--- src/rtl/load_burst.sv ---
// Multi-word load unit: on an armed LOAD opcode it requests a 1..DEPTH word burst,
// captures the beats into a local buffer and pulses is_loaded (or load_err on timeout/short burst).
module load_burst #(
    parameter int          DW      = 16,
    parameter int          AW      = 16,
    parameter int          DEPTH   = 4,
    parameter int          LW      = 3,
    parameter logic [7:0]  OPCODE  = 8'h02,
    parameter int          TIMEOUT = 255
) (
    input  logic          clk,
    input  logic          rst,
    input  logic [15:0]   instruction,
    input  logic [AW-1:0] base_addr,
    input  logic [LW-1:0] burst_len,
    input  logic [DW-1:0] MDR,
    input  logic [DW-1:0] in_mem_data,
    input  logic          read_mem_valid,
    input  logic          read_mem_finish,
    output logic          read_mem_req,
    output logic [AW-1:0] read_mem_addr,
    output logic [DW-1:0] load_out,
    output logic          is_loaded,
    output logic          load_err,
    output logic          busy,
    input  logic [LW-1:0] rd_idx,
    output logic [DW-1:0] rd_data
);

    typedef enum logic [1:0] {S_IDLE, S_REQ, S_DONE, S_ERR} state_t;

    localparam int            TW         = (TIMEOUT > 1) ? $clog2(TIMEOUT) : 1;
    localparam logic [LW-1:0] LEN_MAX    = LW'(DEPTH);
    localparam logic [TW-1:0] TIMER_LAST = TW'(TIMEOUT - 1);

    state_t        state_q, state_d;
    logic          req_q, req_d;
    logic [AW-1:0] addr_q, addr_d;
    logic [LW-1:0] cnt_q, cnt_d;
    logic [LW-1:0] len_q, len_d;
    logic [TW-1:0] timer_q, timer_d;
    logic          armed_q, armed_d;
    logic [DW-1:0] mem_q [DEPTH];
    logic [DW-1:0] mem_d [DEPTH];

    logic          trigger;
    logic          beat;
    logic          timed_out;
    logic [LW-1:0] cnt_post;
    logic [LW-1:0] len_clamped;

    // Handshake: a beat is consumed on any cycle in REQ where read_mem_valid=1 and
    // the burst is not yet full; read_mem_finish closes the burst using the post-beat count.
    always_comb begin
        trigger   = (state_q == S_IDLE) && armed_q && (instruction[15:8] == OPCODE);
        beat      = (state_q == S_REQ) && read_mem_valid && (cnt_q < len_q);
        cnt_post  = beat ? cnt_q + LW'(1) : cnt_q;
        timed_out = (state_q == S_REQ) && !read_mem_valid && !read_mem_finish
                    && (timer_q == TIMER_LAST);
        if (burst_len == '0) begin
            len_clamped = LW'(1);
        end else if (burst_len > LEN_MAX) begin
            len_clamped = LEN_MAX;
        end else begin
            len_clamped = burst_len;
        end
    end

    always_ff @(posedge clk or posedge rst) begin
        if (rst) begin
            state_q <= S_IDLE;
        end else begin
            state_q <= state_d;
        end
    end

    always_comb begin
        state_d = state_q;
        case (state_q)
            S_IDLE: if (trigger) state_d = S_REQ;
            S_REQ: begin
                if (read_mem_finish) begin
                    state_d = (cnt_post == len_q) ? S_DONE : S_ERR;
                end else if (timed_out) begin
                    state_d = S_ERR;
                end
            end
            S_DONE:  state_d = S_IDLE;
            S_ERR:   state_d = S_IDLE;
            default: state_d = S_IDLE;
        endcase
    end

    always_comb begin
        req_d   = req_q;
        addr_d  = addr_q;
        cnt_d   = cnt_q;
        len_d   = len_q;
        timer_d = timer_q;
        mem_d   = mem_q;
        armed_d = armed_q;
        // Re-arm only once the opcode goes away, so a held opcode fires a single burst.
        if (trigger) begin
            armed_d = 1'b0;
        end else if (instruction[15:8] != OPCODE) begin
            armed_d = 1'b1;
        end
        if (trigger) begin
            req_d   = 1'b1;
            addr_d  = base_addr;
            len_d   = len_clamped;
            cnt_d   = '0;
            timer_d = '0;
        end
        if (state_q == S_REQ) begin
            if (beat) begin
                for (int i = 0; i < DEPTH; i++) begin
                    if (cnt_q == LW'(i)) mem_d[i] = in_mem_data;
                end
                cnt_d  = cnt_post;
                addr_d = addr_q + AW'(1);
            end
            if (read_mem_valid || read_mem_finish) begin
                timer_d = '0;
            end else if (!timed_out) begin
                timer_d = timer_q + TW'(1);
            end
            if ((beat && (cnt_post == len_q)) || read_mem_finish || timed_out) begin
                req_d = 1'b0;
            end
        end
    end

    always_ff @(posedge clk or posedge rst) begin
        if (rst) begin
            req_q   <= 1'b0;
            addr_q  <= '0;
            cnt_q   <= '0;
            len_q   <= '0;
            timer_q <= '0;
            armed_q <= 1'b1;
            for (int i = 0; i < DEPTH; i++) mem_q[i] <= '0;
        end else begin
            req_q   <= req_d;
            addr_q  <= addr_d;
            cnt_q   <= cnt_d;
            len_q   <= len_d;
            timer_q <= timer_d;
            armed_q <= armed_d;
            mem_q   <= mem_d;
        end
    end

    always_comb begin
        is_loaded = (state_q == S_DONE);
        load_err  = (state_q == S_ERR);
        busy      = (state_q == S_REQ);
        load_out  = is_loaded ? mem_q[0] : MDR;
        rd_data   = '0;
        for (int i = 0; i < DEPTH; i++) begin
            if (rd_idx == LW'(i)) rd_data = mem_q[i];
        end
    end

    assign read_mem_req  = req_q;
    assign read_mem_addr = addr_q;

endmodule

--- config.mk ---
export PLATFORM = sky130hd
export DESIGN_NAME = load_burst
export DESIGN_NICKNAME = d
export VERILOG_FILES = /design/src/rtl/load_burst.sv
export SDC_FILE = /design/constraint.sdc
export NUM_CORES = 1
export LEC_CHECK = 0
export ABC_AREA = 1
export CAP_MARGIN = 20
export CORE_MARGIN = 3
export CORE_UTILIZATION = 38
export DETAILED_ROUTE_END_ITERATION = 10
export GPL_TIMING_DRIVEN = 0
export PLACE_DENSITY = 0.71
export SYNTH_ARGS = -nofsm -noshare
export SYNTH_HDL_FRONTEND = slang
export SYNTH_SLANG_ARGS = --single-unit
export TNS_END_PERCENT = 5
--- constraint.sdc ---
create_clock -name clk -period 3.7 [get_ports clk]
set_input_delay 0.37 -clock clk [delete_from_list [all_inputs] [get_ports clk]]
set_output_delay 0.37 -clock clk [all_outputs]
set_load 0.005 [all_outputs]
==> impl_summary.log, run 1 <==
INFO  metric drv_slew = 0
INFO  metric critical-path-top-cell-by-count = sky130_fd_sc_hd__clkdlybuf4s50_1
INFO  metric first_global_vias = 4890
INFO  metric layout-drive-gt1-share = 4.657%
INFO  metric postSynth.asyncResetShare = 100.0%
INFO  metric tritoncts_num_sinks = 98
INFO  metric netlist-cell-type-count = 33
INFO  metric insertedDiodeCount = 0
INFO  metric netlist_instances = 639
INFO  metric cts-buffers-inserted = 9
INFO  metric most_frequent_cell_after_synthesis = sky130_fd_sc_hd__nand2_1
INFO  metric final_cells = 945
INFO  metric synth_enable_flop_cells = 0
INFO  metric clockRootBuffer = sky130_fd_sc_hd__clkbuf_16
INFO  metric fp-row-count = 41
INFO  metric latest_clock_arrival_within_the_worst_skew_pair = 0.35 ns
INFO  metric vias_per_cell = 5.117
INFO  metric arrival_time_at_the_worst_endpoint = 3.05 ns
INFO  metric nNetsFinal = 852
INFO  metric fin_tns_setup = 0 ns
INFO  metric maxSlewHeadroom = 31.18%
INFO  metric r2r_setup_slack = 1.55 ns
INFO  metric post_drt_wl_per_cell = 15.34 µm
INFO  metric path_delay_family = buffers and inverters
INFO  metric dieWidth = 121.2 µm
INFO  metric mean_instance_size_in_the_synthesized_netlist = 7.887 µm²
INFO  metric start_kind = input pin
INFO  metric gr-total-overflow = 0
INFO  metric detail_route.iter0.violations = 404
INFO  metric grt_util_all_layers = 20.48%
INFO  metric critical-path-slowest-cell = sky130_fd_sc_hd__nor3_1
INFO  metric setup_viol = 0
INFO  metric areaGrowthSynthToFinish = 33.89%
INFO  metric cts_setup_buffers = 0
INFO  metric critical_path.startpoint = rd_idx[0]
INFO  metric status = completed
INFO  metric via_count = 4836
INFO  metric initial_utilization = 39.46%
INFO  metric postRouteAntennaNets = 0
INFO  metric yosysTopAreaCellShare = 48.16%
INFO  metric cts.hold.buffers_added = 0
INFO  metric top_cells_by_count_synth = sky130_fd_sc_hd__nand2_1 (186), sky130_fd_sc_hd__dfrtp_1 (97), sky130_fd_sc_hd__inv_1 (82), sky130_fd_sc_hd__o21ai_0 (82), sky130_fd_sc_hd__nor2_1 (33)
INFO  metric worst_ir_drop_on_vdd = 373.3 µV
INFO  metric antenna_found_initial = 0
INFO  metric grt_first_pass_wirelength = 23810 µm
INFO  metric post-layout-total-power = 3.431 mW
INFO  metric min-delay-path-class = in2async
INFO  metric synth_seq_cells = 98
INFO  metric max_freq = 292.6 MHz
INFO  metric critPathBufInv = 4
INFO  metric fp.coreArea = 12770 µm²
INFO  metric fp.dieH = 121.2 µm
INFO  metric drv.max_cap_violation_count = 0
INFO  metric worstMarginPinSlew = 1.024 ns
INFO  metric critical_path.max_stage_delay = 0.78 ns
INFO  metric num-fill-cells = 1177
INFO  metric period_needed = 3.418 ns
INFO  metric crit-reg2reg-capture = mem_q[39]
INFO  metric placed_wire_length_estimate_after_detailed_placement = 10520 µm
INFO  metric cts-htree-levels = 3
INFO  metric rsz_0062_raised_after_global_routing = no
INFO  metric gpl.final_weighted_congestion = 0.8892
INFO  metric synth.largest_area_cell = sky130_fd_sc_hd__dfrtp_1
INFO  metric detail_route.first_pass.iterations = 5
INFO  metric grt_start_max_net_pins = 68
INFO  metric clk_pin_slew_worst_paths = 0.07 ns
INFO  metric syn_nets = 723
INFO  metric path_cells = clkdlybuf4s50_1, inv_1, nor3_1, clkbuf_1, nand2_1, o2111ai_1, clkdlybuf4s50_1
INFO  metric r2r.worst_path.cells = 9
INFO  metric synth.yosys.seq_area_share = 48.68%
INFO  metric yosysWarningCount = 0
INFO  metric synth_area = 5040 µm²
INFO  metric io_pins = 126
INFO  metric period_share = 92.37%
INFO  metric timing.final.hold_violations = 0
INFO  metric total_instance_count_after_detailed_placement = 929
INFO  metric power_per_cell_area = 508.4 nW/µm²
INFO  metric worst-setup-path-type = in2out
INFO  metric tritoncts = built
INFO  metric portBuffers = 117
INFO  metric routed_wl = 14500 µm
INFO  metric top_cells_by_area_synth = sky130_fd_sc_hd__dfrtp_1 (48%), sky130_fd_sc_hd__nand2_1 (14%), sky130_fd_sc_hd__o21ai_0 (8.1%)
INFO  metric cts_buffer_depth = 2
INFO  metric r2r-start = len_q[2]
INFO  metric critPathCaptureType = output pin
INFO  metric die-area = 14680 µm²
INFO  metric cp_max_fo = 10
INFO  metric cellLeakagePower = 3.058 nW
INFO  metric post-route-drc-count = 0
INFO  metric clock_skew = 0.006127 ns
INFO  metric cp-endpoint = rd_data[12]
INFO  metric critical_path_depth = 7
INFO  metric timing.critical_path.required = 3.33 ns
INFO  metric post_cts_resized = 0
INFO  metric ys_dominant_reg_cell = sky130_fd_sc_hd__dfrtp_1
==> layout make-up <==
class / count / area, µm² / share of cell area (%)
timing repair buffer: 118 / 1199 / 17.76
buffer: 24 / 102.6 / 1.520
tap: 172 / 215.2 / 3.189
inverter: 83 / 316.6 / 4.691
clock buffer: 9 / 225.2 / 3.338
sequential: 98 / 2454 / 36.36
clock inverter: 7 / 66.31 / 0.9828
multi-input combinational: 434 / 2170 / 32.15
==> metal layers <==
layer | GRT usage, % | wire (µm) | vias up
li1 | - | - | 2351
met1 | 27.76 | 6455 | 2290
met2 | 32.75 | 6812 | 173
met3 | 3.776 | 996 | 22
met4 | 7.843 | 237 | 0
met5 | 0 | 0 | -
==> registers in the layout, summed over array words and instances (netlist names) <==
register,flops
armed_q,1
cnt_q,3
len_q,3
mem_q,64
read_mem_addr,16
read_mem_req,1
state_q,2
timer_q,8
==> where the power goes <==
| group | switching, mW | internal [mW] | total [mW] |
|---|---|---|---|
| sequential | 0.203 | 1.28 | 1.48 |
| combinational | 0.525 | 0.498 | 1.02 |
| clock | 0.448 | 0.475 | 0.923 |
==> logic make-up (layout without fill, tap and decap cells) <==
family          after synthesis  in the layout  synth area share (%)
simple gates                267            267                 22.05
buf+inv                     107            241                 8.267
flops                        98             98                 48.68
fa+ha+maj                    10             10                 2.483
compound gates              145            145                 16.41
xor+xnor                     11             11                 1.912
mux                           1              1                0.1986
==> worst min path at each step <==
stage	start	slack, ns	cells past startpoint	endpoint
detailed placement	mem_q[41]	0.47	2	mem_q[41]
CTS	rst	0.39	2	mem_q[60]
global placement	mem_q[38]	0.47	2	mem_q[38]
floorplan	mem_q[48]	0.45	2	mem_q[48]
global route	rst	0.41	2	mem_q[60]
finish	rst	0.37	2	mem_q[60]
==> per-stage QoR <==
stage	setup WS (ns)	instance area (µm²)	util, %	hold slack (ns)
global route	0.1434	6748	52.83	0.4051
floorplan	0.7696	5040	-	0.4530
finish	0.2824	6748	52.83	0.3743
CTS	0.3709	6748	52.83	0.3871
detailed placement	0.3767	6456	50.54	0.4730
global placement	-0.6798	6426	50.31	0.4659
==> cell usage in the layout, fill, tap and decap left out, types with 3 or more instances in the layout <==
cell type                         netlist  layout
sky130_fd_sc_hd__buf_2                  4       4
sky130_fd_sc_hd__a21oi_1               11      11
sky130_fd_sc_hd__nand4_1                6       6
sky130_fd_sc_hd__o21ai_1               18      18
sky130_fd_sc_hd__clkbuf_16              0       9
sky130_fd_sc_hd__ha_1                  10      10
sky130_fd_sc_hd__o21ai_0               82      82
sky130_fd_sc_hd__o22ai_1                8       8
sky130_fd_sc_hd__nand3_1               21      21
sky130_fd_sc_hd__nand2_1              186     186
sky130_fd_sc_hd__xor2_1                10      10
sky130_fd_sc_hd__dfrtp_1               97      97
sky130_fd_sc_hd__nor3_1                10      10
sky130_fd_sc_hd__clkdlybuf4s50_1        0     117
sky130_fd_sc_hd__inv_1                 82      81
sky130_fd_sc_hd__inv_6                  0       3
sky130_fd_sc_hd__clkbuf_1              18      18
sky130_fd_sc_hd__nand2_2                4       4
sky130_fd_sc_hd__nor2_1                33      33
sky130_fd_sc_hd__o2111ai_1             16      16
sky130_fd_sc_hd__nand3_2                3       3
No activity file was read; power rests on OpenSTA's default activity.
==> inputs of run 2 (changes only) <==
--- a/config.mk
+++ b/config.mk
@@ -5,13 +5,14 @@
 export SDC_FILE = /design/constraint.sdc
 export NUM_CORES = 1
 export LEC_CHECK = 0
-export ABC_AREA = 1
 export CAP_MARGIN = 20
+export CELL_PAD_IN_SITES_DETAIL_PLACEMENT = 2
+export CELL_PAD_IN_SITES_GLOBAL_PLACEMENT = 2
 export CORE_MARGIN = 3
-export CORE_UTILIZATION = 38
+export CORE_UTILIZATION = 33
 export DETAILED_ROUTE_END_ITERATION = 10
 export GPL_TIMING_DRIVEN = 0
-export PLACE_DENSITY = 0.71
+export PLACE_DENSITY_LB_ADDON = 0.1
 export SYNTH_ARGS = -nofsm -noshare
 export SYNTH_HDL_FRONTEND = slang
 export SYNTH_SLANG_ARGS = --single-unit
==> run 2 against run 1 <==
Net effect: flip-flop and latch count unchanged; synthesized area up 8.2%; register-to-register slack worse by 0.03 ns; cell count down 17%; largest cell class is now multi-input gates; largest power group unchanged.
==> impl_summary.log, run 2 <==
INFO  metric power_per_cell_area = 540.8 nW/µm² (+6.4%)
INFO  metric post-route-drc-count = 0 (unchanged)
INFO  metric io_pins = 126 (unchanged)
INFO  metric top_cells_by_count_synth = sky130_fd_sc_hd__dfrtp_1 (97), sky130_fd_sc_hd__mux2_2 (53), sky130_fd_sc_hd__mux2_4 (30)
INFO  metric timing.critical_path.required = 3.33 ns (about the same)
INFO  metric syn_nets = 520 (-28%)
INFO  metric cts-buffers-inserted = 9 (unchanged)
INFO  metric timing.final.hold_violations = 0 (unchanged)
INFO  metric drv.max_cap_violation_count = 0 (unchanged)
INFO  metric postSynth.asyncResetShare = 100.0% (unchanged)
INFO  metric max_freq = 324.3 MHz (+11%)
INFO  metric top_cells_by_area_synth = sky130_fd_sc_hd__dfrtp_1 (45%), sky130_fd_sc_hd__mux2_2 (11%), sky130_fd_sc_hd__mux2_4 (8.3%)
INFO  metric first_global_vias = 4597 (-6.0%)
INFO  metric vias_per_cell = 5.217 (+1.9%)
INFO  metric synth_area = 5451 µm² (+8.2%)
INFO  metric maxSlewHeadroom = 54.92% (+24 points)
INFO  metric worst_ir_drop_on_vdd = 287.8 µV (-23%)
INFO  metric arrival_time_at_the_worst_endpoint = 2.71 ns (-0.34 ns)
INFO  metric fp.coreArea = 16000 µm² (+25%)
INFO  metric synth.yosys.seq_area_share = 45.01% (-3.7 points)
INFO  metric r2r_setup_slack = 1.52 ns (-0.03 ns)
INFO  metric routed_wl = 15580 µm (+7.4%)
INFO  metric largest_register = mem_q
INFO  metric period_share = 83.34% (-9.0 points)
INFO  metric dieWidth = 134.5 µm (+11%)
INFO  metric share_of_the_synthesized_area_in_compound_gates_ao_oa_aoi_oai = 7.367% (-9.0 points)
INFO  metric crit-reg2reg-capture = read_mem_addr[15]
INFO  metric synth_top_family_by_area = multiplexers
INFO  metric grt_busiest_layer = met2
INFO  metric groute.layer.met1.usage = 23.36% (-4.4 points)
INFO  metric met2_usage = 29.92% (-2.8 points)
INFO  metric netlist_instances = 436 (-32%)
INFO  metric portBuffers = 115 (-1.7%)
INFO  metric tritoncts_num_sinks = 98 (unchanged)
INFO  metric clk_pin_slew_worst_paths = 0.07 ns (about the same)
INFO  metric layout_common_cells = sky130_fd_sc_hd__clkdlybuf4s50_1 (115), sky130_fd_sc_hd__dfrtp_1 (97), sky130_fd_sc_hd__mux2_2 (53), sky130_fd_sc_hd__mux2_4 (30), sky130_fd_sc_hd__inv_1 (23)
INFO  metric mux_cell_area_share_after_synthesis = 28.02% (+28 points)
INFO  metric via_count = 4090 (-15%)
INFO  metric areaGrowthSynthToFinish = 32.20%
INFO  metric post_cts_resized = 0 (unchanged)
INFO  metric die-area = 18100 µm² (+23%)
INFO  metric netlist-cell-type-count = 58 (+76%)
INFO  metric period_needed = 3.084 ns (-0.3339 ns)
INFO  metric ys_dominant_reg_cell = sky130_fd_sc_hd__dfrtp_1
INFO  metric insertedDiodeCount = 0 (unchanged)
INFO  metric leading_cell_type_in_the_layout_fill_and_taps_excluded = sky130_fd_sc_hd__clkdlybuf4s50_1
INFO  metric synthXorXnorAreaFrac = 0.8033% (-1.1 points)
INFO  metric most_frequent_cell_after_synthesis = sky130_fd_sc_hd__dfrtp_1
INFO  metric critical_path.startpoint = state_q[1]
INFO  metric grt_util_all_layers = 17.71% (-2.8 points)
INFO  metric synth_simple_gate_area_share = 12.23% (-9.8 points)
INFO  metric worst-setup-path-type = reg2out
INFO  metric yosysTopAreaCellShare = 44.53% (-3.6 points)
INFO  metric fp-row-count = 46 (+12%)
INFO  metric yosysWarningCount = 0 (unchanged)
INFO  metric postRouteAntennaNets = 0 (unchanged)
INFO  metric cts_buffer_depth = 2 (unchanged)
INFO  metric r2r.worst_path.cells = 6 (-3)
INFO  metric mean_instance_size_in_the_synthesized_netlist = 12.50 µm² (+59%)
INFO  metric drv_slew = 0 (unchanged)
INFO  metric gpl.final_weighted_congestion = 0.7906 (-11%)
INFO  metric cellLeakagePower = 3.241 nW (+6.0%)
INFO  metric rsz_0062_raised_after_global_routing = no
INFO  metric post_drt_wl_per_cell = 19.87 µm (+29%)
INFO  metric start_kind = register
INFO  metric gr-total-overflow = 0 (unchanged)
INFO  metric setup_viol = 0 (unchanged)
INFO  metric detail_route.iter0.violations = 95 (-76%)
INFO  metric fp.dieH = 134.5 µm (+11%)
INFO  metric nNetsFinal = 647 (-24%)
INFO  metric whs = 0.4361 ns (+0.06181 ns)
INFO  metric tritoncts = built
INFO  metric min-delay-path-class = in2async
INFO  metric placed_wire_length_estimate_after_detailed_placement = 11590 µm (+10%)
INFO  metric antenna_found_initial = 0 (unchanged)
INFO  metric layout-drive-gt1-share = 25.18% (+21 points)
INFO  metric synth_enable_flop_cells = 0 (unchanged)
INFO  metric grt_first_pass_wirelength = 25300 µm (+6.2%)
INFO  metric latest_clock_arrival_within_the_worst_skew_pair = 0.35 ns (about the same)
INFO  metric cp_max_fo = 10 (unchanged)
INFO  metric yosys.area_share.adder = 2.295% (-0.19 points)
INFO  metric r2r-start = cnt_q[1]
INFO  metric post-layout-total-power = 3.898 mW (+14%)
INFO  metric initial_utilization = 34.07% (-5.4 points)
INFO  metric largest_reg_flops = 64 (unchanged)
INFO  metric num-fill-cells = 1659 (+41%)
INFO  metric fin_ws = 0.6162 ns (+0.3339 ns)
INFO  metric cts.hold.buffers_added = 0 (unchanged)
INFO  metric grt_start_max_net_pins = 57 (-16%)
INFO  metric clockRootBuffer = sky130_fd_sc_hd__clkbuf_16
INFO  metric clock_skew = 0.007147 ns (+0.001020 ns)
INFO  metric detail_route.first_pass.iterations = 4 (-1)
INFO  metric worstMarginPinSlew = 0.6761 ns (-0.3483 ns)
INFO  metric cts_setup_buffers = 0 (unchanged)
INFO  metric fin_tns_setup = 0 ns (unchanged)
INFO  metric synth.largest_area_cell = sky130_fd_sc_hd__dfrtp_1
INFO  metric cts-htree-levels = 3 (unchanged)
INFO  metric status = completed
INFO  metric gr-usage-met3 = 4.173% (+0.40 points)
INFO  metric critPathCaptureType = output pin
INFO  metric preCtsSetupSlack = 0.8058 ns (+0.4291 ns)
INFO  metric synth_seq_cells = 98 (unchanged)
[run 2: layout make-up]
class | instances | area, µm² | share of cell area [%]
multi-input cells | 292 | 2765 | 38.37
flip-flops and latches | 98 | 2454 | 34.05
repair buffers | 116 | 1179 | 16.35
well taps | 216 | 270.3 | 3.750
clock buffers | 10 | 229.0 | 3.177
plain buffers | 22 | 142.6 | 1.979
inverters | 24 | 92.59 | 1.285
clock inverters | 6 | 75.07 | 1.042
[run 2: routing by layer]
metal  vias up  routed length, µm
li1       1881                  -
met1      2110               7124
met2        87               7729
met3        12                559
met4         0                161
met5         -                  0
[run 2: worst max-delay path by stage]
stage,endpoint,slack (ns),cells after the start
2_1_floorplan,cnt_q[0],0.77,1
3_3_place_gp,mem_q[59],-0.96,2
3_5_place_dp,rd_data[5],0.81,5
4_1_cts,load_out[11],0.50,6
5_1_grt,load_out[14],0.46,6
6_report,load_out[11],0.62,6
[run 2: worst max-delay path: stages, from the launching register on]
cell,delay [ns]
sky130_fd_sc_hd__dfrtp_1,0.39
sky130_fd_sc_hd__buf_2,0.20
sky130_fd_sc_hd__nand2b_1,0.09
sky130_fd_sc_hd__clkbuf_1,0.46
sky130_fd_sc_hd__buf_2,0.38
sky130_fd_sc_hd__mux2_2,0.38
sky130_fd_sc_hd__clkdlybuf4s50_1,0.46
[run 2: stage by stage]
step / area [µm²] / utilization [%] / instances
after detailed placement: 6903 / 43.14 / 768
after CTS: 7207 / 45.04 / 784
after floorplan: 5451 / - / 436
after global placement: 6873 / 42.95 / 767
after global routing: 7207 / 45.04 / 784
final: 7207 / 45.04 / 784
[run 2: report_power, final]
| group | internal, mW | switching, mW |
|---|---|---|
| sequential | 1.35 | 0.275 |
| clock | 0.535 | 0.443 |
| combinational | 0.765 | 0.527 |
[run 2: kinds of logic after synthesis]
family                     after synthesis
DFF                                     98
xor gates and xnor gates                 5
and+or+nand+nor                        107
AOI/OAI and AO/OA                       59
adders and majority gates               10
muxes                                  111
buffers and inverters                   46
==> inputs of run 3 (changes only) <==
==> constraint.sdc (replaced) <==
create_clock -name clk -period 2.84 [get_ports clk]
set_input_delay 0.284 -clock clk [delete_from_list [all_inputs] [get_ports clk]]
set_output_delay 0.284 -clock clk [all_outputs]
set_load 0.005 [all_outputs]
==> run 3 against run 2 <==
Net effect: clock power rose by 38%; critical endpoint is now rd_data[6]; routed wire length rose by 3.5%; non-clock buffer count did not move; sequential share of layout area fell by 0.13 points; clock-buffer cell count did not move; core utilization rose by 0.17 points; worst hold slack got worse by 0.10 ns; cell count did not move; largest cell class unchanged.
==> impl_summary.log, run 3 (same netlist as run 2, synthesis figures left out) <==
INFO  metric placed_wire_length_estimate_after_detailed_placement = 11990 µm (+3.4%)
INFO  metric fin_tns_setup = 0 ns (unchanged)
INFO  metric nNetsFinal = 647 (unchanged)
INFO  metric cts_buffer_depth = 2 (unchanged)
INFO  metric power_spent_charging_and_discharging_nets = 1.643 mW (+32%)
INFO  metric clock_skew = 0.007791 ns (+0.0006435 ns)
INFO  metric whs = 0.3359 ns (-0.1002 ns)
INFO  metric final_cells = 784 (unchanged)
INFO  metric min-delay-path-class = in2async
INFO  metric postRouteAntennaNets = 0 (unchanged)
INFO  metric cellInternalPower = 3.540 mW (+33%)
INFO  metric areaGrowthSynthToFinish = 32.71%
INFO  metric cp_max_fo = 10 (unchanged)
INFO  metric status = completed
INFO  metric timing.critical_path.required = 2.56 ns (-0.77 ns)
INFO  metric power.share.switching = 31.70% (-0.24 points)
INFO  metric grt_first_pass_wirelength = 26500 µm (+4.7%)
INFO  metric tritoncts_num_sinks = 98 (unchanged)
INFO  metric power.share.clock = 26.1% (+1.0 points)
INFO  metric max_freq = 373.0 MHz
INFO  metric portBuffers = 115 (unchanged)
INFO  metric drv.max_cap_violation_count = 0 (unchanged)
INFO  metric arrival_time_at_the_worst_endpoint = 2.40 ns (-0.31 ns)
INFO  metric drv_slew = 0 (unchanged)
INFO  metric fp.dieH = 134.5 µm (unchanged)
INFO  metric clockRootBuffer = sky130_fd_sc_hd__clkbuf_16
INFO  metric timing.final.hold_violations = 0 (unchanged)
INFO  metric largest_register = mem_q
INFO  metric insertedDiodeCount = 0 (unchanged)
INFO  metric period_needed = 2.681 ns
INFO  metric preCtsSetupSlack = 0.06127 ns (-0.7445 ns)
INFO  metric latest_clock_arrival_within_the_worst_skew_pair = 0.36 ns (about the same)
INFO  metric register_area = 2454 µm² (unchanged)
INFO  metric post-route-drc-count = 0 (unchanged)
INFO  metric grt_start_max_net_pins = 41 (-28%)
INFO  metric tritoncts = built
INFO  metric first_global_vias = 4769 (+3.7%)
INFO  metric fin_ws = 0.1589 ns (-0.4573 ns)
INFO  metric period_share = 94.40%
INFO  metric worst_ir_drop_on_vdd = 319.1 µV (+11%)
INFO  metric initial_utilization = 34.07% (unchanged)
INFO  metric power_per_cell_area = 716.5 nW/µm² (+32%)
INFO  metric cts-htree-levels = 3 (unchanged)
INFO  metric largest_reg_flops = 64 (unchanged)
INFO  metric via_count = 4074 (-0.39%)
INFO  metric share_comb_of_total_power = 32.8% (-0.3 points)
INFO  metric num-fill-cells = 1626 (-2.0%)
INFO  metric detail_route.first_pass.iterations = 4 (unchanged)
INFO  metric layout-drive-gt1-share = 25.53% (+0.35 points)
INFO  metric multi_input_logic_area = 2768 µm² (about the same)
INFO  metric maxSlewHeadroom = 53.16% (-1.8 points)
INFO  metric routed_wl = 16120 µm (+3.5%)
INFO  metric layout_common_cells = sky130_fd_sc_hd__clkdlybuf4s50_1 (115), sky130_fd_sc_hd__dfrtp_1 (97), sky130_fd_sc_hd__mux2_2 (53), sky130_fd_sc_hd__mux2_4 (30), sky130_fd_sc_hd__inv_1 (23)
INFO  metric start_kind = input pin
INFO  metric post_drt_wl_per_cell = 20.56 µm (+3.5%)
INFO  metric gpl.final_weighted_congestion = 0.7844 (-0.78%)
INFO  metric dieWidth = 134.5 µm (unchanged)
INFO  metric dpl_cell_area = 6917 µm² (+0.20%)
INFO  metric io_pins = 126 (unchanged)
INFO  metric fp.coreArea = 16000 µm² (unchanged)
INFO  metric worst-setup-path-type = in2out
INFO  metric detail_route.iter0.violations = 137 (+44%)
INFO  metric fp-row-count = 46 (unchanged)
INFO  metric die-area = 18100 µm² (unchanged)
INFO  metric worstMarginPinSlew = 0.7025 ns (+0.02640 ns)
INFO  metric gr-total-overflow = 0 (unchanged)
INFO  metric clk_pin_slew_worst_paths = 0.07 ns (about the same)
INFO  metric power.sequential.fraction = 41.1% (-0.7 points)
INFO  metric cts-buffers-inserted = 9 (unchanged)
INFO  metric total_instance_count_after_detailed_placement = 769 (+0.13%)
INFO  metric vias_per_cell = 5.196 (-0.39%)
INFO  metric antenna_found_initial = 0 (unchanged)
INFO  metric final_cell_area = 7234 µm² (+0.38%)
INFO  metric critPathCaptureType = output pin
INFO  metric r2r_setup_slack = 0.63 ns (-0.89 ns)
INFO  metric rsz_0062_raised_after_global_routing = no
INFO  metric setup_viol = 0 (unchanged)
INFO  metric grt_util_all_layers = 18.62% (+0.91 points)
INFO  metric leading_cell_type_in_the_layout_fill_and_taps_excluded = sky130_fd_sc_hd__clkdlybuf4s50_1
INFO  metric cellLeakagePower = 3.256 nW (+0.47%)
[run 3: cell type report]
cell class,count,share of cell area [%]
timing repair buffer,117,16.46
buffer,21,1.920
tap,216,3.736
inverter,24,1.297
multi-input combinational,292,38.26
sequential,98,33.92
clock inverter,6,1.245
clock buffer,10,3.165
[run 3: path summary, 6_finish.rpt]
path | start | end | cells past startpoint
setup / recovery | rd_idx[0] | rd_data[6] | 5
hold / removal | rst | mem_q[49] | 2
setup reg to reg | len_q[2] | read_mem_addr[15] | 7
hold reg to reg | mem_q[12] | mem_q[12] | 1
max in group asynchronous | rst | armed_q | 3
min in group clk | base_addr[1] | read_mem_addr[1] | 3
[run 3: per-layer routing]
layer	vias to the layer above	wire [µm]	track usage, %
met1	2101	7079	23.84
met3	15	564	3.390
met2	89	8267	32.43
li1	1869	-	-
met4	0	206	5.260
met5	-	0	0
[run 3: what timing repair did]
item / 4_1_cts / 5_1_grt
buffers inserted: 0 / 0
hold endpoints to repair: 0 / 0
hold buffers: 0 / 0
gates resized for setup: 1 / 0
endpoints found under the setup margin: 9 / 0
[run 3: power groups by stage]
stage / logic, mW / clock network [mW] / registers (mW)
floorplan: 1.05 / 0 / 2.03
global placement: 1.63 / 0 / 2.12
detailed placement: 1.71 / 0 / 2.15
CTS: 1.73 / 1.39 / 2.14
global route: 1.87 / 1.45 / 2.19
finish: 1.70 / 1.35 / 2.13
[run 3: metrics by stage]
stage	power, mW	util, %
2_1_floorplan	3.075	-
3_3_place_gp	3.752	42.98
3_5_place_dp	3.866	43.23
4_1_cts	5.256	45.21
5_1_grt	5.519	45.21
6_report	5.184	45.21
[run 3: critical path: stages]
cell                              delay, ns
sky130_fd_sc_hd__clkbuf_1              0.45
sky130_fd_sc_hd__clkbuf_1              0.60
sky130_fd_sc_hd__mux4_2                0.41
sky130_fd_sc_hd__nor2b_1               0.15
sky130_fd_sc_hd__clkdlybuf4s50_1       0.49
